==> config.mk <==
export PLATFORM = sky130hd
export DESIGN_NAME = sqrt_arbiter
export DESIGN_NICKNAME = d
export VERILOG_FILES = /design/src/rtl/sqrt_arbiter.sv
export SDC_FILE = /design/constraint.sdc
export NUM_CORES = 1
export LEC_CHECK = 0
export CORE_AREA = 2 2 101 103
export DETAILED_ROUTE_END_ITERATION = 8
export DIE_AREA = 0 0 103 105
export PLACE_DENSITY = 0.85
export SLEW_MARGIN = 30
export SYNTH_ARGS = -nofsm -noshare
export SYNTH_HDL_FRONTEND = slang
export SYNTH_SLANG_ARGS = --single-unit
==> constraint.sdc <==
create_clock -name clk -period 5.1 [get_ports clk]
set_clock_uncertainty 0.2 [all_clocks]
set_input_delay 1.02 -clock clk [delete_from_list [all_inputs] [get_ports clk]]
set_output_delay 1.02 -clock clk [all_outputs]
set_load 0.02 [all_outputs]
==> src/rtl/sqrt_arbiter.sv <==
// Round-robin arbiter that time-shares one combinational integer square-root
// unit between NUM_REQ requesters and returns each result tagged with its owner.
module sqrt_arbiter #(
  parameter int unsigned NUM_REQ  = 4,
  parameter int unsigned WIDTH    = 32,
  parameter int unsigned SQRT_LAT = 1
) (
  input  logic                       clk,
  input  logic                       rst,
  input  logic [NUM_REQ-1:0]         req_valid,
  input  logic [NUM_REQ*WIDTH-1:0]   req_data,
  output logic [NUM_REQ-1:0]         req_ready,
  output logic                       resp_valid,
  input  logic                       resp_ready,
  output logic [WIDTH-1:0]           resp_data,
  output logic [$clog2(NUM_REQ)-1:0] resp_id,
  output logic [WIDTH-1:0]           sqrt_in,
  input  logic [WIDTH-1:0]           sqrt_out,
  output logic                       busy
);

  localparam int unsigned IdW  = $clog2(NUM_REQ);
  localparam int unsigned CntW = $clog2(SQRT_LAT + 1);

  typedef enum logic [1:0] {StIdle, StHold, StResp} state_t;

  state_t            r_state;
  state_t            w_state_next;
  logic [IdW-1:0]    r_last_grant;
  logic [IdW-1:0]    r_grant_id;
  logic [WIDTH-1:0]  r_operand;
  logic [CntW-1:0]   r_cnt;
  logic [WIDTH-1:0]  r_resp_data;
  logic [IdW-1:0]    r_resp_id;
  logic              r_resp_valid;

  logic              w_any;
  logic [IdW-1:0]    w_winner;
  int unsigned       w_idx;
  logic [WIDTH-1:0]  w_sel_data;
  logic              w_accept;
  logic              w_done;
  logic              w_handshake;

  // Round-robin search: first valid index after the last grant, wrapping.
  always_comb begin
    w_any    = 1'b0;
    w_winner = '0;
    w_idx    = 0;
    for (int unsigned k = 1; k <= NUM_REQ; k++) begin
      w_idx = (32'(r_last_grant) + k) % NUM_REQ;
      if (!w_any && req_valid[IdW'(w_idx)]) begin
        w_any    = 1'b1;
        w_winner = IdW'(w_idx);
      end
    end
  end

  // Operand mux for the winning requester.
  always_comb begin
    w_sel_data = '0;
    for (int unsigned i = 0; i < NUM_REQ; i++) begin
      if (w_winner == IdW'(i)) begin
        w_sel_data = req_data[i*WIDTH +: WIDTH];
      end
    end
  end

  // State register.
  always_ff @(posedge clk or posedge rst) begin
    if (rst) begin
      r_state <= StIdle;
    end else begin
      r_state <= w_state_next;
    end
  end

  // Next-state decode and grant; req_ready is forced low while reset is held.
  always_comb begin
    w_state_next = r_state;
    req_ready    = '0;
    w_accept     = 1'b0;
    w_done       = 1'b0;
    w_handshake  = 1'b0;
    unique case (r_state)
      StIdle: begin
        if (w_any && !rst) begin
          req_ready    = NUM_REQ'(1) << w_winner;
          w_accept     = 1'b1;
          w_state_next = StHold;
        end
      end
      StHold: begin
        if (r_cnt == CntW'(1)) begin
          w_done       = 1'b1;
          w_state_next = StResp;
        end
      end
      StResp: begin
        // No grant in the handshake cycle: one idle bubble per operation.
        if (r_resp_valid && resp_ready) begin
          w_handshake  = 1'b1;
          w_state_next = StIdle;
        end
      end
      default: w_state_next = StIdle;
    endcase
  end

  // Datapath: operand capture, settle counter, result register, priority pointer.
  always_ff @(posedge clk or posedge rst) begin
    if (rst) begin
      r_last_grant <= IdW'(NUM_REQ - 1);
      r_grant_id   <= '0;
      r_operand    <= '0;
      r_cnt        <= '0;
      r_resp_data  <= '0;
      r_resp_id    <= '0;
      r_resp_valid <= 1'b0;
    end else begin
      if (w_accept) begin
        r_operand  <= w_sel_data;
        r_grant_id <= w_winner;
        r_cnt      <= CntW'(SQRT_LAT);
      end else if (r_state == StHold) begin
        r_cnt <= r_cnt - CntW'(1);
      end
      if (w_done) begin
        r_resp_data  <= sqrt_out;
        r_resp_id    <= r_grant_id;
        r_resp_valid <= 1'b1;
      end
      if (w_handshake) begin
        r_resp_valid <= 1'b0;
        r_last_grant <= r_grant_id;
      end
    end
  end

  // sqrt_in keeps the last operand after completion to avoid toggling the shared unit.
  assign sqrt_in    = r_operand;
  assign resp_valid = r_resp_valid;
  assign resp_data  = r_resp_data;
  assign resp_id    = r_resp_id;
  assign busy       = (r_state != StIdle);

endmodule

==> summary.txt <==
Synthesis
  • Area share of the largest cell type after synthesis: between 40% and 50%
  • Post-synthesis sequential element count: 74
  • Combined area of all synthesized cells: 3830 um^2
  • Cell type with the largest total area after synthesis: dfrtp_1
  • Cell types with the largest area share after synthesis: dfrtp_1, mux2i_1, mux2_1
  • Number of standard cells after synthesis: 317
  • Synthesized Nets: between 400 and 500
  • Most common library cells after synthesis: dfrtp_1, mux2i_1, nand2_1
  • Count leader, synth: dfrtp_1
  • Synth unique cells: 44
  • Number of warning messages in the yosys log: 0
  • Dominant synthesized flop cell: dfrtp_1
  • Post-synthesis average cell area: ~12 um^2
  • Number of flops mapped to enable cells by yosys: 0
  • Async SR Flop Fraction: between 90% and 100%
  • Seq/Total Area, Yosys: a little under 50%

Clock network
  • Post-CTS Resized: 0
  • Clock-pin slew on the worst setup and hold paths: 0.07 ns
  • CTS root buf: clkbuf_8
  • H-tree depth: 3
  • Worst-Skew Late Latency: roughly 0.33 ns
  • Number of buffers between clock root and the deepest sink: 2
  • Post CTS Setup Buffer Count: 0
  • Hold-fix buffers at CTS: 0
  • TritonCTS clock tree: built
  • Number of buffers inserted during clock tree synthesis: 9
  • TritonCTS sink count: between 70 and 80

Power and ir drop
  • Power density cells: about 550 nW/um^2
  • Static Leakage: 2.74 nW
  • Peak supply drop: 0.315 mV

Finish
  • Count of non-filler cells in the finished layout: between 600 and 700
  • Final std cell area, no fill: 6520 um^2
  • Layout cell share with drive strength beyond 1: 10.8%
  • Ant diodes: 0
  • Layout area overhead: 70.1%
  • Fill cell count: 779
  • Footprint of the multi-input gates: between 1500 and 2000 um^2
  • Flip-flop and latch area: roughly 1900 um^2
  • Number of nets in the final layout: around 720

Placement
  • Count of buffers inserted at the top-level ports: between 200 and 250
  • Placed inst area: roughly 6300 um^2
  • Global placer's final weighted congestion: approximately 0.85
  • Number of instances in the placed design: 674
  • Worst slack at placement: roughly 0.34 ns
  • Hpwl dp: approximately 9.7 mm

Critical path
  • Setup Crit Path Kind: primary input to output port
  • Max FO, Critical Path: 11
  • Kind of end point of the critical path: output port
  • Worst endpoint data arrival time: roughly 3.5 ns
  • Nature of the critical path startpoint: primary input
  • Required @ worst endpoint: slightly below 4 ns

GRT
  • Leftover overflow at the end of global routing: 0
  • Via count of the first global-routing pass: around 3700
  • Global-route usage over all layers: between 20% and 30%
  • Wire length of the first global-routing pass: ~19 mm
  • Antenna violations before repair: 0
  • Largest net degree at the start of global routing: between 40 and 50

Floorplan
  • Core box area: just under 10000 um^2
  • Effective utilization at floorplan: 39.8%
  • Count of pins on the block boundary: about 240
  • Die Area: about 11000 um^2
  • Total number of placement rows: 36
  • Floorplan die height: 105 um
  • Die width: 103 um

Drt
  • Via count: between 3000 and 4000
  • DRC violations left: 0
  • Post-DRT Antenna Nets: 0
  • Final routed wirelength across all metal layers: about 12 mm
  • Number of search-and-repair iterations in the first detailed-routing pass: 4
  • Via/cell ratio: between 5 and 6
  • Per-cell routed wire length: roughly 18 um
  • Iteration-0 DRC Markers: between 100 and 150

Run status
  • Outcome: completed

STA
  • Max Freq: between 200 and 250 MHz
  • Final Hold Violating Endpoints: 0
  • Remaining max-slew budget at the tightest pin: 48.7%
  • Slew at the pin closest to its max-slew limit: 0.769 ns
  • Setup slack after layout: 0.337 ns
  • Post-route minimum period: approximately 4.8 ns
  • Accumulated negative setup slack: 0 ns
  • RSZ-0062 raised after global routing: no
  • Final Cycle Share: between 90 and 100%
  • Final setup vio count: 0
  • Max-slew violation count: 0
  • Worst hold slack after final layout: about 0.29 ns

Worst hold path
  • Type of the tightest min-delay check: flop to flop

Job
  • Max capacitance violation total: 0
metrics by stage:
step,util (%),total power [W]
2_1_floorplan,-,0.00223
3_3_place_gp,65.5,0.00304
3_5_place_dp,65.5,0.00310
4_1_cts,67.7,0.00359
5_1_grt,67.7,0.00375
6_report,67.7,0.00356
where the power goes:
group | internal (W) | switching, W | leakage [nW]
Sequential | 0.000888 | 0.000166 | 0.882
Combinational | 0.00102 | 0.00100 | 1.76
Clock | 0.000244 | 0.000237 | 0.0995
area by class of cell:
type                            instances  area share, %
Timing Repair Buffer                  246           37.4
Sequential cell                        74           28.4
Multi-Input combinational cell        209           27.7
Tap cell                              133           2.55
Clock buffer                           10           2.11
Clock inverter                          6           1.09
Inverter                               12          0.690
sequential cells by signal, summed over array words and instances, names as in the netlist:
name,cells
resp_data,32
sqrt_in,32
r_grant_id,2
r_last_grant,2
r_state,2
resp_id,2
r_cnt,1
resp_valid,1
path summary, 6_finish.rpt:
| path | cells after the start | slack, ns | to | startpoint |
|---|---|---|---|---|
| setup / recovery | 6 | 0.34 | req_ready[3] | req_valid[0] |
| hold / removal | 2 | 0.29 | sqrt_in[7]$_DFFE_PP0P_ | sqrt_in[7]$_DFFE_PP0P_ |
| max in group asynchronous | 3 | 2.75 | sqrt_in[0]$_DFFE_PP0P_ | rst |
| hold reg to reg | 2 | 0.29 | sqrt_in[7]$_DFFE_PP0P_ | sqrt_in[7]$_DFFE_PP0P_ |
| min in group asynchronous | 2 | 0.96 | resp_valid$_DFFE_PP0P_ | rst |
| setup reg to reg | 5 | 2.63 | sqrt_in[22]$_DFFE_PP0P_ | r_last_grant[0]$_DFFE_PP1P_ |
routing by layer:
| layer | share of wire, % | track usage, % | vias up |
|---|---|---|---|
| met5 | 0 | 0 | - |
| met4 | 2.1 | 7.24 | 0 |
| met3 | 7.9 | 4.75 | 22 |
| met2 | 53 | 40.2 | 179 |
| met1 | 37 | 25.2 | 1726 |
| li1 | - | - | 1676 |
worst max-delay path: stages:
cell             delay, ns
clkdlybuf4s50_1       0.53
or2_0                 0.26
a311o_1               0.47
or2_1                 0.39
nor2_8                0.21
clkdlybuf4s50_1       0.65
cells in the final DEF, fill, tap and decap left out, types with 10 or more instances in the layout:
master             n
mux2_2            16
mux2_1            20
clkdlybuf4s50_1  238
dfrtp_1           72
nand2_1           36
o221ai_2          10
clkbuf_8          10
mux2i_1           46
inv_1             11
o221ai_1          13
logic make-up (layout without fill, tap and decap cells):
family	count (synthesis)	after routing	synth area share, %
mux	82	82	22.6
buf+inv	34	274	5.06
xor+xnor	1	1	0.228
compound gates	67	67	16.3
flops	74	74	48.4
simple gates	59	59	7.50
No activity file was read; power rests on OpenSTA's default activity.
